`config.mk`:
```
export PLATFORM = sky130hd
export DESIGN_NAME = reg_bus_master
export DESIGN_NICKNAME = d
export VERILOG_FILES = /design/src/rtl/reg_bus_master_pkg.sv /design/src/rtl/reg_bus_master.sv
export SDC_FILE = /design/constraint.sdc
export NUM_CORES = 1
export LEC_CHECK = 0
export CORE_MARGIN = 2
export CORE_UTILIZATION = 40
export CTS_CLUSTER_DIAMETER = 200
export DETAILED_ROUTE_END_ITERATION = 16
export PLACE_DENSITY = 0.84
export SLEW_MARGIN = 20
export SYNTH_ARGS = -nofsm -noshare
export SYNTH_HDL_FRONTEND = slang
export SYNTH_SLANG_ARGS = --single-unit
```
`constraint.sdc`:
```
create_clock -name clk -period 2.4 [get_ports clk]
set_clock_uncertainty 0.15 [all_clocks]
set_input_delay 0.24 -clock clk [delete_from_list [all_inputs] [get_ports clk]]
set_output_delay 0.24 -clock clk [all_outputs]
set_load 0.05 [all_outputs]
```
`src/rtl/reg_bus_master_pkg.sv`:
```
// Shared register-bus definitions: bus widths, default burst length width, master FSM states.
package reg_bus_master_pkg;

  localparam int REG_ADDR_SZ = 8;
  localparam int REG_DATA_SZ = 32;
  localparam int LEN_SZ_DFLT = 4;

  typedef enum logic [1:0] {
    IDLE   = 2'd0,
    ACCESS = 2'd1,
    RESP   = 2'd2
  } rb_state_e;

endpackage

```
`src/rtl/reg_bus_master.sv`:
```
// Burst register-bus master: one command in, cmd_len+1 single-cycle strobes out, one response per beat.
// Accept at edge N, strobe in N+1, rsp_vld in N+2; rsp_rdy low parks the FSM in RESP with outputs held.
module reg_bus_master
  import reg_bus_master_pkg::*;
#(
  parameter int ADDR_INCR = 1,
  parameter int LEN_SZ    = LEN_SZ_DFLT
) (
  input  logic                   clk,
  input  logic                   rst_n,
  input  logic                   cmd_vld,
  output logic                   cmd_rdy,
  input  logic                   cmd_wr,
  input  logic [REG_ADDR_SZ-1:0] cmd_addr,
  input  logic [LEN_SZ-1:0]      cmd_len,
  input  logic [REG_DATA_SZ-1:0] cmd_wdata,
  output logic                   rsp_vld,
  input  logic                   rsp_rdy,
  output logic [REG_DATA_SZ-1:0] rsp_data,
  output logic                   rsp_last,
  output logic                   rsp_wr,
  output logic                   reg_rd_en,
  output logic                   reg_wr_en,
  output logic [REG_ADDR_SZ-1:0] reg_addr,
  output logic [REG_DATA_SZ-1:0] reg_wr_data,
  input  logic [REG_DATA_SZ-1:0] reg_rd_data,
  output logic                   busy
);

  rb_state_e              state, state_nxt;
  logic                   wr_q;
  logic [REG_ADDR_SZ-1:0] addr_q;
  logic [LEN_SZ-1:0]      cnt_q;
  logic [REG_DATA_SZ-1:0] wdata_q;
  logic [REG_DATA_SZ-1:0] rsp_data_q;
  logic                   accept;
  logic                   beat_done;

  always_ff @(posedge clk) begin
    if (!rst_n) state <= IDLE;
    else        state <= state_nxt;
  end

  always_comb begin
    state_nxt   = state;
    cmd_rdy     = 1'b0;
    accept      = 1'b0;
    beat_done   = 1'b0;
    rsp_vld     = 1'b0;
    rsp_last    = 1'b0;
    rsp_wr      = 1'b0;
    reg_rd_en   = 1'b0;
    reg_wr_en   = 1'b0;
    reg_addr    = '0;
    reg_wr_data = '0;
    case (state)
      IDLE: begin
        // rst_n gate keeps cmd_rdy low through the whole reset window
        cmd_rdy = rst_n;
        accept  = cmd_vld & rst_n;
        if (accept) state_nxt = ACCESS;
      end
      ACCESS: begin
        reg_rd_en   = ~wr_q;
        reg_wr_en   = wr_q;
        reg_addr    = addr_q;
        reg_wr_data = wr_q ? wdata_q : '0;
        state_nxt   = RESP;
      end
      RESP: begin
        rsp_vld  = 1'b1;
        rsp_last = (cnt_q == '0);
        rsp_wr   = wr_q;
        if (rsp_rdy) begin
          beat_done = (cnt_q != '0);
          state_nxt = (cnt_q == '0) ? IDLE : ACCESS;
        end
      end
      default: state_nxt = IDLE;
    endcase
  end

  always_ff @(posedge clk) begin
    if (!rst_n) begin
      wr_q       <= 1'b0;
      addr_q     <= '0;
      cnt_q      <= '0;
      wdata_q    <= '0;
      rsp_data_q <= '0;
    end else begin
      if (accept) begin
        wr_q    <= cmd_wr;
        addr_q  <= cmd_addr;
        cnt_q   <= cmd_len;
        wdata_q <= cmd_wdata;
      end
      if (state == ACCESS) rsp_data_q <= wr_q ? '0 : reg_rd_data;
      // address wraps naturally at the register width
      if (beat_done) begin
        addr_q <= addr_q + REG_ADDR_SZ'(ADDR_INCR);
        cnt_q  <= cnt_q - 1'b1;
      end
    end
  end

  assign rsp_data = rsp_data_q;
  assign busy     = (state != IDLE);

endmodule

```
==> impl_metrics.toml, run 1 <==
[logic_synthesis]
syn_nets = 522
syn-cell-area_um2 = 3450
synthDistinctLibCells = 42
synth_warnings = 0
avgSynthCellArea_um2 = 7.86
ys_ff_latch = 79
syn_inst = 439
yosysSeqAreaShare_pct = 45.8

[sta]
drv_slew = 0
slew_headroom_pct = 61.9
max_clock_freq_mhz = 448
fin_crit_sh_pct = 93.1
tightest_slew_ns = 0.572
fin_crit_ns = 2.23
fin_ws_ns = 0.166
rsz0062_at_grt = "false"
finalSetupTns_ns = 0
final_hold_viol_count = 0
whs_ns = 0.296
final-setup-viol-count = 0

[clock_tree]
clock_sinks = 79
cts_tree = "yes"
clk_pin_slew_worst_paths_ns = 0.08
cts-root-buf = "clkbuf_8"
cts_buffers = 9
cts_hold_buf = 0
clk_path_buf_depth = 2
htree_levels = 3
clk_latency_ns = 0.34
cts_setup_buffers = 0

[setup_path]
path_cells = "inv_1, ha_1, or3b_1, nor2_1, buf_12"
worstPathArrival_ns = 1.84
worst-path-buf-inv = 2
cp.required_ns = 2.01
worst_path_max_delay_cell = "or3b_1"
critPathCaptureType = "output pin"
critPathKind = "register to output pin"
start_kind = "register"
cp_max_fo = 6
max_stage_delay_ns = 0.48
path_delay_family = "simple AND/OR/NAND/NOR gates"

[drt]
drcViolationCount = 0
vias = 3607
drtIter0Drc = 108
drt-total-wl_um = 10400
vias_per_cell = 5.24
postRouteAntennaNets = 0
post_drt_wl_per_cell_um = 15.0
firstDrtPassIters = 5

[floorplanning]
start_util_pct = 41.6
ioPinCount = 160
coreArea_um2 = 8300
dieArea_um2 = 9390
rows = 33
die_y_um = 96.9
die_x_um = 96.9

[place]
dp.final_hpwl_um = 7420
io_buffers = 159
routabilityCongestion = 0.826
dpl_worst_slack_ns = 0.285

[global_routing]
track_usage_pct = 21.9
grt_overflow_total = 0
first_global_vias = 3643
grt_first_pass_wirelength_um = 17100
grt_max_degree = 80
antenna_found_initial = 0

[power_and_ir_drop]
power.density_nw_per_um2 = 593
irDropWorstVdd_uv = 365
p_leak_nw = 2.28

[run]
drv_cap = 0

[final_layout]
nFillCells = 621
drive_gt1_share_pct = 13.2
antenna_cells = 0
nets = 663
area_growth_pct = 68.8

[outcome]
status = "finished clean"

[worst_hold_path]
hp-class = "primary input to register"
[stage by stage]
step	power (W)	utilization, %	cell area (um2)	instances
finish	0.00346	70.2	5830	689
global route	0.00358	70.2	5830	689
CTS	0.00348	70.2	5820	689
floorplan	0.00182	-	3450	439
global placement	0.00210	66.8	5540	674
detailed placement	0.00212	66.8	5540	674
[what timing repair did]
item,4_1_cts,5_1_grt
gates resized for setup,0,1
hold endpoints to repair,0,0
setup endpoints to repair,0,1
[tightest hold or removal path: stages]
cell             delay, ns
clkdlybuf4s50_1       0.39
nand2_1               0.05
o21ai_0               0.06
[Yosys cell counts]
master	n	area [um2]
nor3b_1	1	7.51
and4_1	1	8.76
a2bb2oi_1	2	17.5
or4_1	2	15.0
and2b_1	2	15.0
o31a_1	2	17.5
buf_6	1	11.3
o2bb2ai_1	2	17.5
nand3b_1	32	240
a211o_1	1	8.76
dfxtp_1	79	1580
a31oi_1	3	18.8
clkbuf_4	1	7.51
or2b_1	1	7.51
nor3_1	1	5.00
o31ai_1	2	15.0
or3b_1	1	8.76
a22oi_1	3	22.5
o22ai_1	2	12.5
a21oi_2	1	8.76
o211a_1	1	10.0
inv_1	5	18.8
and4bb_2	1	12.5
nand2b_1	1	6.26
nor2_1	3	11.3
and3_1	32	200
a21oi_1	42	210
nand4_1	1	6.26
or2_2	1	6.26
and3b_1	1	8.76
nand3_1	3	15.0
ha_1	2	25.0
a32oi_1	1	8.76
o21ai_0	35	175
buf_1	3	11.3
clkinv_1	1	3.75
buf_2	6	30.0
o211ai_1	2	15.0
nand2_4	1	11.3
clkbuf_1	29	109
nand2_1	116	435
and2_1	12	75.1
[metal layers]
| layer | track usage (%) | part of all wire (%) | vias to the layer above |
|---|---|---|---|
| met1 | 24.7 | 39 | 1696 |
| met3 | 6.00 | 7.1 | 17 |
| met2 | 39.2 | 52 | 127 |
| met5 | 0 | 0 | - |
| met4 | 8.56 | 2.0 | 0 |
| li1 | - | - | 1767 |
[power by group]
group          leakage, nW  internal [W]  switching, W
Clock                0.136      0.000896      0.000473
Combinational         1.49      0.000292      0.000342
Sequential           0.647       0.00139     0.0000593
Total                 2.28       0.00258      0.000874
[cell type report]
class / instances / area [um2] / area share, %
Inverter: 6 / 22.5 / 0.387
Multi-Input combinational cell: 314 / 1680 / 28.8
Clock buffer: 9 / 124 / 2.13
Clock inverter: 6 / 158 / 2.71
Sequential cell: 79 / 1580 / 27.2
Tap cell: 105 / 131 / 2.26
Timing Repair Buffer: 170 / 2130 / 36.5
[cells in the final DEF, fill, tap and decap left out, drive strengths merged, types with 2 or more instances in the layout]
cell type      netlist  layout
bufinv               0       5
nand3b              32      32
o31ai                2       2
inv                  5       5
o211ai               2       2
and2b                2       2
clkdlybuf4s50        0     113
a2bb2oi              2       2
a31oi                3       3
buf                 10      56
nand3                3       3
o31a                 2       2
clkbuf              30       9
nor2                 3       3
o22ai                2       2
o2bb2ai              2       2
ha                   2       2
dfxtp               79      79
or4                  2       2
nand2              117     117
a21oi               43      43
o21ai               35      35
and3                32      32
a22oi                3       3
and2                12      12
[path summary, 6_finish.rpt]
check,start,to,slack (ns),cells past startpoint
min reg2reg,rsp_data[4],rsp_data[4],0.30,2
max reg2reg,cnt_q[0],addr_q[6],0.38,6
min,cmd_wdata[14],wdata_q[14],0.30,3
max,cnt_q[0],rsp_last,0.17,5
[cells by family (layout without fill, tap and decap cells)]
kind of cell,Yosys count,after routing,share of synthesized area [%]
adders and majority gates,2,2,0.725
buffers and inverters,46,191,5.55
AOI/OAI and AO/OA,99,99,16.2
and+or+nand+nor,213,213,31.8
DFF,79,79,45.8
[state kept, by name, indices dropped and copies added (netlist names)]
name / count
rsp_data: 32
wr_q: 1
state: 2
addr_q: 8
wdata_q: 32
cnt_q: 4
Power figures use the tool's default switching activity.
==> run 2: changes to the inputs <==
Settings changed: CORE_ASPECT_RATIO set to 1.4, CORE_UTILIZATION 40 to 45, PLACE_DENSITY 0.84 to 0.92.
Clock period 2.4 ns to 2.8 ns, I/O delays scaled along.
==> run 2 against run 1 <==
Net effect: clock power fell by 39%; register-to-register slack gained 0.34 ns; combinational power down 15%; sequential power decreased by 14%; cell area down 3.6%; critical endpoint unchanged.
==> impl_metrics.toml, run 2 (synthesis results as in run 1) <==
[floorplanning]
ioPinCount = 160
coreArea_um2 = 7410
start_util_pct = 46.6
dieArea_um2 = 8400
rows = 37
die_y_um = 108
die_x_um = 78.0

[power_and_ir_drop]
p_int_w = 0.00187
finalPower_w = 0.00261
p_comb_share_pct = 20.7
p_sw_w = 0.000741
seq_power_share_pct = 47.3
p_leak_nw = 2.17
power_frac_clock_pct = 32.0
power.density_nw_per_um2 = 465
irDropWorstVdd_uv = 395
switching_share_pct = 28.3

[global_routing]
track_usage_pct = 24.7
antenna_found_initial = 0
first_global_vias = 3430
grt_overflow_total = 0
grt_max_degree = 68
grt_first_pass_wirelength_um = 16600

[final_layout]
antenna_cells = 0
final_common_cell = "clkdlybuf4s50_1"
drive_gt1_share_pct = 11.0
stdcell_area_um2 = 5610
nFillCells = 498
utilization_pct = 75.8
area_growth_pct = 62.6
mostFrequentLayoutCells = "124 x clkdlybuf4s50_1, 116 x nand2_1, 79 x dfxtp_1"
nets = 661

[clock_tree]
clk_path_buf_depth = 2
cts_hold_buf = 0
clk_pin_slew_worst_paths_ns = 0.08
cts_buffers = 9
cts-root-buf = "clkbuf_8"
clk_latency_ns = 0.34
htree_levels = 3
ctsResizeCount = 0
cts_setup_buffers = 0
cts_tree = "yes"
clock_sinks = 79

[setup_path]
critPathLaunch = "cnt_q[0]"
max_stage_delay_ns = 0.84
worst_path_max_delay_cell = "clkdlybuf4s50_1"
critPathCaptureType = "output pin"
reg2reg_slack_ns = 0.72
r2r_cells = 7
start_kind = "register"
r2r_end = "addr_q[6]"
cp-endpoint = "rsp_last"
cp_max_fo = 3
rr_startpoint = "cnt_q[0]"
critPathKind = "register to output pin"
path_cells = "inv_1, ha_1, or3b_1, nor2_1, clkdlybuf4s50_1"
cp.required_ns = 2.37
worstPathArrival_ns = 2.28

[drt]
vias_per_cell = 5.33
drt-total-wl_um = 10400
drtIter0Drc = 217
post_drt_wl_per_cell_um = 15.2
firstDrtPassIters = 4
drcViolationCount = 0
postRouteAntennaNets = 0
vias = 3623

[outcome]
status = "finished clean"

[place]
dpl_cell_area_um2 = 5420
io_buffers = 159
dp.final_hpwl_um = 7270
routabilityCongestion = 0.823

[sta]
fin_crit_sh_pct = 96.8
tightest_slew_ns = 0.594
slew_headroom_pct = 60.4
rsz0062_at_grt = "false"
finalSetupTns_ns = 0
final-setup-viol-count = 0
whs_ns = 0.302
final_hold_viol_count = 0
max_clock_freq_mhz = 369
fin_crit_ns = 2.71
drv_slew = 0

[worst_hold_path]
hp-class = "register to register"

[run]
drv_cap = 0
==> run 2: changes by cell type in the layout (fill, tap and decap cells not counted) <==
| cell | before | now |
|---|---|---|
| buf_4 | 11 | 9 |
| clkinv_4 | 0 | 2 |
| bufinv_16 | 5 | 1 |
| clkinvlp_4 | 1 | 0 |
| buf_12 | 45 | 35 |
| clkdlybuf4s50_1 | 113 | 124 |
| dfxtp_1 | 78 | 79 |
| clkbuf_8 | 9 | 10 |
| clkbuf_1 | 0 | 1 |
| dlymetal6s2s_1 | 1 | 0 |
| clkinv_2 | 0 | 2 |
| dfxtp_2 | 1 | 0 |
==> run 2: per-stage QoR <==
step | worst slack [ns] | instances
finish | 0.0888 | 680
global route | 0.000346 | 680
CTS | 0.0674 | 680
detailed placement | 0.486 | 664
global placement | 0.523 | 664
floorplan | 0.430 | 439
==> run 2: cell type report <==
class / count / area [um2] / area share [%]
Clock inverter: 5 / 57.6 / 1.03
Inverter: 6 / 22.5 / 0.401
Clock buffer: 11 / 141 / 2.52
Multi-Input combinational cell: 314 / 1680 / 29.9
Sequential cell: 79 / 1580 / 28.2
Tap cell: 97 / 121 / 2.16
Timing Repair Buffer: 168 / 2010 / 35.8
==> run 2: how the worst min path moves through the flow <==
stage	startpoint	to	slack [ns]	cells past startpoint
after global routing	rsp_data[20]	rsp_data[20]	0.32	2
after floorplan	cmd_wdata[0]	wdata_q[0]	0.24	2
after CTS	rsp_data[0]	rsp_data[0]	0.30	2
final	rsp_data[0]	rsp_data[0]	0.30	2
after detailed placement	rsp_data[0]	rsp_data[0]	0.29	2
after global placement	rsp_data[0]	rsp_data[0]	0.29	2
==> run 2: power groups by stage <==
stage / logic, W / clock network [W] / registers [W]
after floorplan: 0.000225 / 0 / 0.00133
after global placement: 0.000525 / 0 / 0.00126
after detailed placement: 0.000538 / 0 / 0.00126
after CTS: 0.000543 / 0.000854 / 0.00124
after global routing: 0.000580 / 0.000900 / 0.00125
final: 0.000541 / 0.000835 / 0.00124
==> run 2: per-layer routing <==
layer  up-vias  global-route usage, %  share of wire, %
met4         0                   12.9               3.5
met3        28                   4.61               6.0
li1       1765                      -                 -
met5         -                      0                 0
met1      1676                   28.2                39
met2       154                   43.7                52
==> run 2: worst max-delay path, delay by kind of cell (launching register included) <==
kind	cells	cell delay [ns]
AND/OR/NAND/NOR	2	0.47
buffers and inverters	2	0.94
adder cells (fa/ha/maj)	1	0.20
flip-flops	1	0.32
==> run 3: changes to the inputs <==
Settings changed: CAP_MARGIN set to 5, MAX_ROUTING_LAYER set to met4.
==> run 3 against run 2 <==
Net effect: combinational power barely moved; clock power barely moved; register-to-register slack about the same; global-route usage is 0.75 points higher; final cell count unchanged; non-clock buffer count did not move; first-iteration DRC count increased by 18%; sequential share of layout area is the same; highest routed layer unchanged; routed wire length about the same; power up 0.12%.
==> impl_metrics.toml, run 3 (synthesis results as in run 1) <==
[clock_tree]
clock_sinks = 79
htree_levels = 3
clk_pin_slew_worst_paths_ns = 0.08
clk_latency_ns = 0.34
ctsResizeCount = 0
cts_buffers = 9
clk_path_buf_depth = 2
cts_setup_buffers = 0
cts_tree = "yes"
cts-root-buf = "clkbuf_8"
cts_hold_buf = 0

[drt]
drtIter0Drc = 256
vias_per_cell = 5.31
drt-total-wl_um = 10400
firstDrtPassIters = 5
vias = 3611
drcViolationCount = 0
post_drt_wl_per_cell_um = 15.3
postRouteAntennaNets = 0

[worst_hold_path]
hp-class = "register to register"
hp-start = "rsp_data[16]"

[power_and_ir_drop]
irDropWorstVdd_uv = 395
p_leak_nw = 2.17
power.density_nw_per_um2 = 466

[floorplanning]
dieArea_um2 = 8400
die_x_um = 78.0
coreArea_um2 = 7410
rows = 37
die_y_um = 108
ioPinCount = 160
start_util_pct = 46.6

[setup_path]
cp.required_ns = 2.37
critPathLaunch = "cnt_q[0]"
critPathCaptureType = "output pin"
worstPathArrival_ns = 2.28
critPathKind = "register to output pin"
reg2reg_slack_ns = 0.72
start_kind = "register"
rr_startpoint = "cnt_q[0]"
cp_max_fo = 3

[place]
routabilityCongestion = 0.835
dp.final_hpwl_um = 7270
dpl_worst_slack_ns = 0.486
io_buffers = 159

[run]
drv_cap = 0

[final_layout]
antenna_cells = 0
final_common_cell = "clkdlybuf4s50_1"
drive_gt1_share_pct = 11.0
area_growth_pct = 62.6
nets = 661
mostFrequentLayoutCells = "124 x clkdlybuf4s50_1, 116 x nand2_1, 79 x dfxtp_1"

[global_routing]
first_global_vias = 3417
antenna_found_initial = 0
grt_overflow_total = 0
track_usage_pct = 25.5
grt_first_pass_wirelength_um = 16600
grt_max_degree = 68

[outcome]
status = "finished clean"

[sta]
slew_headroom_pct = 60.2
finalSetupTns_ns = 0
final_hold_viol_count = 0
max_clock_freq_mhz = 369
rsz0062_at_grt = "false"
final-setup-viol-count = 0
fin_crit_ns = 2.71
drv_slew = 0
tightest_slew_ns = 0.596
fin_ws_ns = 0.0885
fin_crit_sh_pct = 96.8
==> run 3: layout make-up <==
type,count,area (um2)
Clock buffer,11,141
Fill cell,498,1790
Timing Repair Buffer,168,2010
Inverter,6,22.5
Multi-Input combinational cell,314,1680
Clock inverter,5,57.6
Sequential cell,79,1580
Tap cell,97,121
==> run 3: layer usage <==
layer | routed length (um) | GRT usage, %
met5 | 0 | -
met4 | 372 | 12.9
met3 | 555 | 4.36
met2 | 5370 | 43.6
met1 | 4070 | 28.6
==> run 3: critical path: stages (launching register included) <==
cell and delay [ns]:
dfxtp_1 0.32, inv_1 0.10, ha_1 0.20, or3b_1 0.38
nor2_1 0.09, clkdlybuf4s50_1 0.84
==> run 3: power by group <==
part,switching (W),internal [W],total (W)
logic,0.000300,0.000241,0.000541
registers,0.0000419,0.00120,0.00124
clock network,0.000402,0.000437,0.000838
total,0.000744,0.00187,0.00262
==> run 3: worst paths after layout <==
| path | end | depth (start not counted) |
|---|---|---|
| setup reg to reg | addr_q[6] | 7 |
| hold reg to reg | rsp_data[16] | 2 |
| setup / recovery | rsp_last | 5 |
| hold / removal | rsp_data[16] | 2 |
==> run 3: through the flow <==
stage                     cells  area [um2]  total power (W)  hold WS (ns)  utilization [%]
final                       680        5610          0.00262         0.303             75.8
after global routing        680        5610          0.00273         0.323             75.8
after CTS                   680        5610          0.00263         0.304             75.8
after detailed placement    664        5420          0.00180         0.293             73.1
after global placement      664        5420          0.00178         0.286             73.1
after floorplan             439        3450          0.00156         0.239                -
==> RTL edit 1 (flow settings as in run 1) <==
Re-encode `rb_state_e` (3 states) as one-hot, 3 bits wide.
--- a/src/rtl/reg_bus_master_pkg.sv
+++ b/src/rtl/reg_bus_master_pkg.sv
@@ -7,6 +7,6 @@
 
-  typedef enum logic [1:0] {
-    IDLE   = 2'd0,
-    ACCESS = 2'd1,
-    RESP   = 2'd2
+  typedef enum logic [2:0] {
+    IDLE   = 3'b001,
+    ACCESS = 3'b010,
+    RESP   = 3'b100
   } rb_state_e;
Function: no difference found for any inputs over 10 cycles, from zero or initial values and one cycle with rst_n low; not proved beyond that.
==> RTL edit 1 against run 1 <==
- synthesized area rose by 1.6%
- cell area rose by 1.6%
- die area rose by 1.5%
- fmax fell by 3.8%
- worst hold slack got worse by 0.0058 ns
- power fell by 15%
- wire length rose by 5.1%
- setup slack got worse by 0.088 ns
- global-route usage rose by 0.92 points
- clock power fell by 26%
- sequential cell count rose by 1
- highest routed layer unchanged
==> RTL edit 1: results (changes against run 1) <==
* Met2 wire len at 5640 µm (+4.3%)
* Share of layout cells above drive strength 1 at 15.0% (+1.8 points)
* Slowest-stage cell, CP: clkdlybuf4s50_1
* Largest net degree at the start of global routing at 53 (-34%)
* DP HPWL at 7920 µm (+6.8%)
* Post-DR wirelength/cell at 15.5 µm (+3.5%)
* Nets at 670 (+1.1%)
* FMAX at 431 MHz (-3.8%)
* Leakage Power at 2.26 nW (-0.74%)
* Peak per-stage delay on the critical path at 0.71 ns (+0.23 ns)
* Status: finished clean
* Clock Buffer Count at 12 (+3)
* Reg2Reg Depth at 5 (-1)
* Fill count at 690 (+11%)
* Worst slew pin tran at 0.541 ns (-0.0310 ns)
* Number of DRC markers in iteration 0 at 143 (+32%)
* Metal-1 WL at 4100 µm (+2.6%)
* Clk cell area share at 3.49% (-1.3 points)
* Register area at 1600 µm² (+1.3%)
* Hold slack final at 0.290 ns (-0.00584 ns)
* IR Drop Worst-Case VDD at 0.358 mV (-2.1%)
* Post-DP Area at 5710 µm² (+3.0%)
* Top post-synthesis cells by area: dfxtp_1 46%, nand2_1 11%, a21oi_1 11%, nand3b_1 7.1%, and3_1 5.9%
* Crit path DAT at 1.93 ns (+0.09 ns)
* R2r setup slk at 0.22 ns (-0.16 ns)
* Post-synthesis sequential area ratio at 45.7% (-0.13 points)
* Hold path endpoint: wdata_q[19]
* Syn-to-layout area delta at 68.9% (about the same)
## RTL edit 1: cell count changes after synthesis, moves of 3 or more
cell	change
a211oi_1	+3
a21oi_1	+32
and2_1	-3
buf_1	-3
buf_2	-5
clkbuf_1	+7
nand2_1	-13
nand3_1	+4
nor2_1	+4
o21a_1	+3
o21ai_0	-29
## RTL edit 1: power by group
group	switching, W	total [W]	internal (W)
Combinational	0.000240	0.000486	0.000246
Sequential	0.0000454	0.00143	0.00139
Clock	0.000466	0.00101	0.000540
## RTL edit 1: cells by family (layout without fill, tap and decap cells)
group,count (synthesis),count (layout),synth area share (%)
compound gates,100,100,16.0
fa+ha+maj,2,2,0.714
buf+inv,45,198,5.10
flops,80,80,45.7
mux,2,2,0.607
simple gates,210,210,31.9
## RTL edit 1: worst max-delay path, delay by kind of cell (launching register included)
kind | cells | cell delay [ns]
buffers and inverters | 1 | 0.71
flip-flops | 1 | 0.43
AND/OR/NAND/NOR | 1 | 0.46
==> RTL edit 2 (settings of run 1) <==
Without the edit above. The package constant `LEN_SZ_DFLT` goes from 4 to 8.
--- a/src/rtl/reg_bus_master_pkg.sv
+++ b/src/rtl/reg_bus_master_pkg.sv
@@ -5,3 +5,3 @@
   localparam int REG_DATA_SZ = 32;
-  localparam int LEN_SZ_DFLT = 4;
+  localparam int LEN_SZ_DFLT = 8;
 
Interface: changed (resized cmd_len); port bits go from 160 to 164. No check against the original RTL was run, so the function may have changed too.
==> RTL edit 2 against run 1 <==
- combinational power is 3% higher
- synthesized area is 8.3% higher
- register-to-register slack worse by 0.10 ns
- wire length is 14% higher
- count of clock-buffer cells in the layout is 2 higher
- power is 7.5% lower
- cell area is 4.4% higher
- synthesized cell count is 7.1% higher
- sequential cell count is 4 higher
- sequential share of layout area is 0.14 points higher
- setup slack better by 0.017 ns
- worst hold slack worse by 0.025 ns
- fmax is 0.78% higher
- critical path type unchanged
- largest power group unchanged
==> RTL edit 2: results (changes against run 1) <==
* R2r setup slk at 0.28 ns (-0.10 ns)
* Top post-synthesis cells by area: dfxtp_1 44%, nand2_1 12%, nand3b_1 6.4%, a21oi_1 5.8%, and3_1 5.7%
* Met3 Routed Length at 998 µm (+36%)
* Reg2Reg Depth at 7 (+1)
* Post-DR wirelength/cell at 16.0 µm (+6.7%)
* Clk root buf: clkbuf_8
* HP Start: cmd_wdata[0]
* Slowest-stage cell, CP: nand2b_1
* Metal-1 WL at 4800 µm (+20%)
* Peak per-stage delay on the critical path at 0.60 ns (+0.12 ns)
* Number of DRC markers in iteration 0 at 226 (+110%)
* IR Drop Worst-Case VDD at 0.345 mV (-5.6%)
* GRT met2 Usage at 38.9% (-0.23 points)
* Mux contribution to synthesized area at 0.268% (+0.27 points)
* Crit path max fanout at 16 (+10)
* Share of layout cells above drive strength 1 at 13.7% (+0.48 points)
* I/O Buffers at 163 (+2.5%)
* Hold path endpoint: wdata_q[0]
* Met1 GRT Util at 27.9% (+3.2 points)
* Met2 wire len at 5750 µm (+6.2%)
* Post-synth top cells: 116 x nand2_1, 83 x dfxtp_1, 43 x a21oi_1
* Status: finished clean
* Nets at 705 (+6.3%)
* Leakage Power at 2.50 nW (+9.9%)
* Vias in the first global route at 3921 (+7.6%)
* Synth cell types at 51 (+21%)
* Rel. slew slack at 54.1% (-7.7 points)
* DP HPWL at 8480 µm (+14%)
* Vias per cell at 5.35 (+2.3%)
* Compound-cell area share of the yosys netlist at 13.2% (-3.0 points)
* GRT met3 Usage at 6.52% (+0.52 points)
* GRT Util Overall at 22.9% (+0.99 points)
* P_sw at 0.000919 W (+5.2%)
* FF-to-FF End: addr_q[4]
* Syn Nets at 558 (+6.9%)
* CP startpoint: state[1]
* RD Place Congestion at 0.907 (+9.8%)
==> RTL edit 2: power by group through the flow <==
stage | Clock [W] | Sequential (W) | Combinational, W
floorplan | 0 | 0.00161 | 0.000292
global placement | 0 | 0.00154 | 0.000636
detailed placement | 0 | 0.00155 | 0.000650
CTS | 0.00105 | 0.00152 | 0.000652
global route | 0.00113 | 0.00153 | 0.000703
finish | 0.00103 | 0.00152 | 0.000652
==> RTL edit 2: metrics by stage <==
| stage | worst slack, ns | utilization (%) | hold WS [ns] | std cells | area (µm²) |
|---|---|---|---|---|---|
| CTS | 0.162 | 66.5 | 0.266 | 733 | 6080 |
| finish | 0.184 | 66.5 | 0.271 | 733 | 6080 |
| global placement | 0.352 | 64.3 | 0.287 | 717 | 5880 |
| detailed placement | 0.326 | 64.3 | 0.292 | 717 | 5880 |
| global route | 0.0219 | 66.5 | 0.268 | 733 | 6080 |
| floorplan | 0.165 | - | 0.189 | 470 | 3740 |
==> RTL edit 2: layout make-up <==
class                           instances  area, µm²
Tap cell                              111        139
Fill cell                             708       3070
Timing Repair Buffer                  176       2170
Clock buffer                           11        141
Sequential cell                        83       1660
Multi-Input combinational cell        341       1890
Inverter                                6       22.5
Clock inverter                          5       61.3
==> RTL edit 2: how the worst max path moves through the flow <==
stage                  endpoint  slack (ns)
floorplan              rsp_last        0.16
global placement      addr_q[3]        0.35
detailed placement    addr_q[3]        0.33
CTS                        busy        0.16
global route        reg_addr[2]        0.02
finish              reg_addr[2]        0.18
==> RTL edit 2: what timing repair did <==
item                                    CTS  global route
endpoints found under the setup margin    1             0
buffers inserted                          0             0
gates resized for setup                   1             0
hold buffers                              0             0
==> RTL edit 2: worst min-delay path, stage by stage <==
cell,delay (ns)
clkdlybuf4s50_1,0.39
nand2_1,0.05
nand2_1,0.04
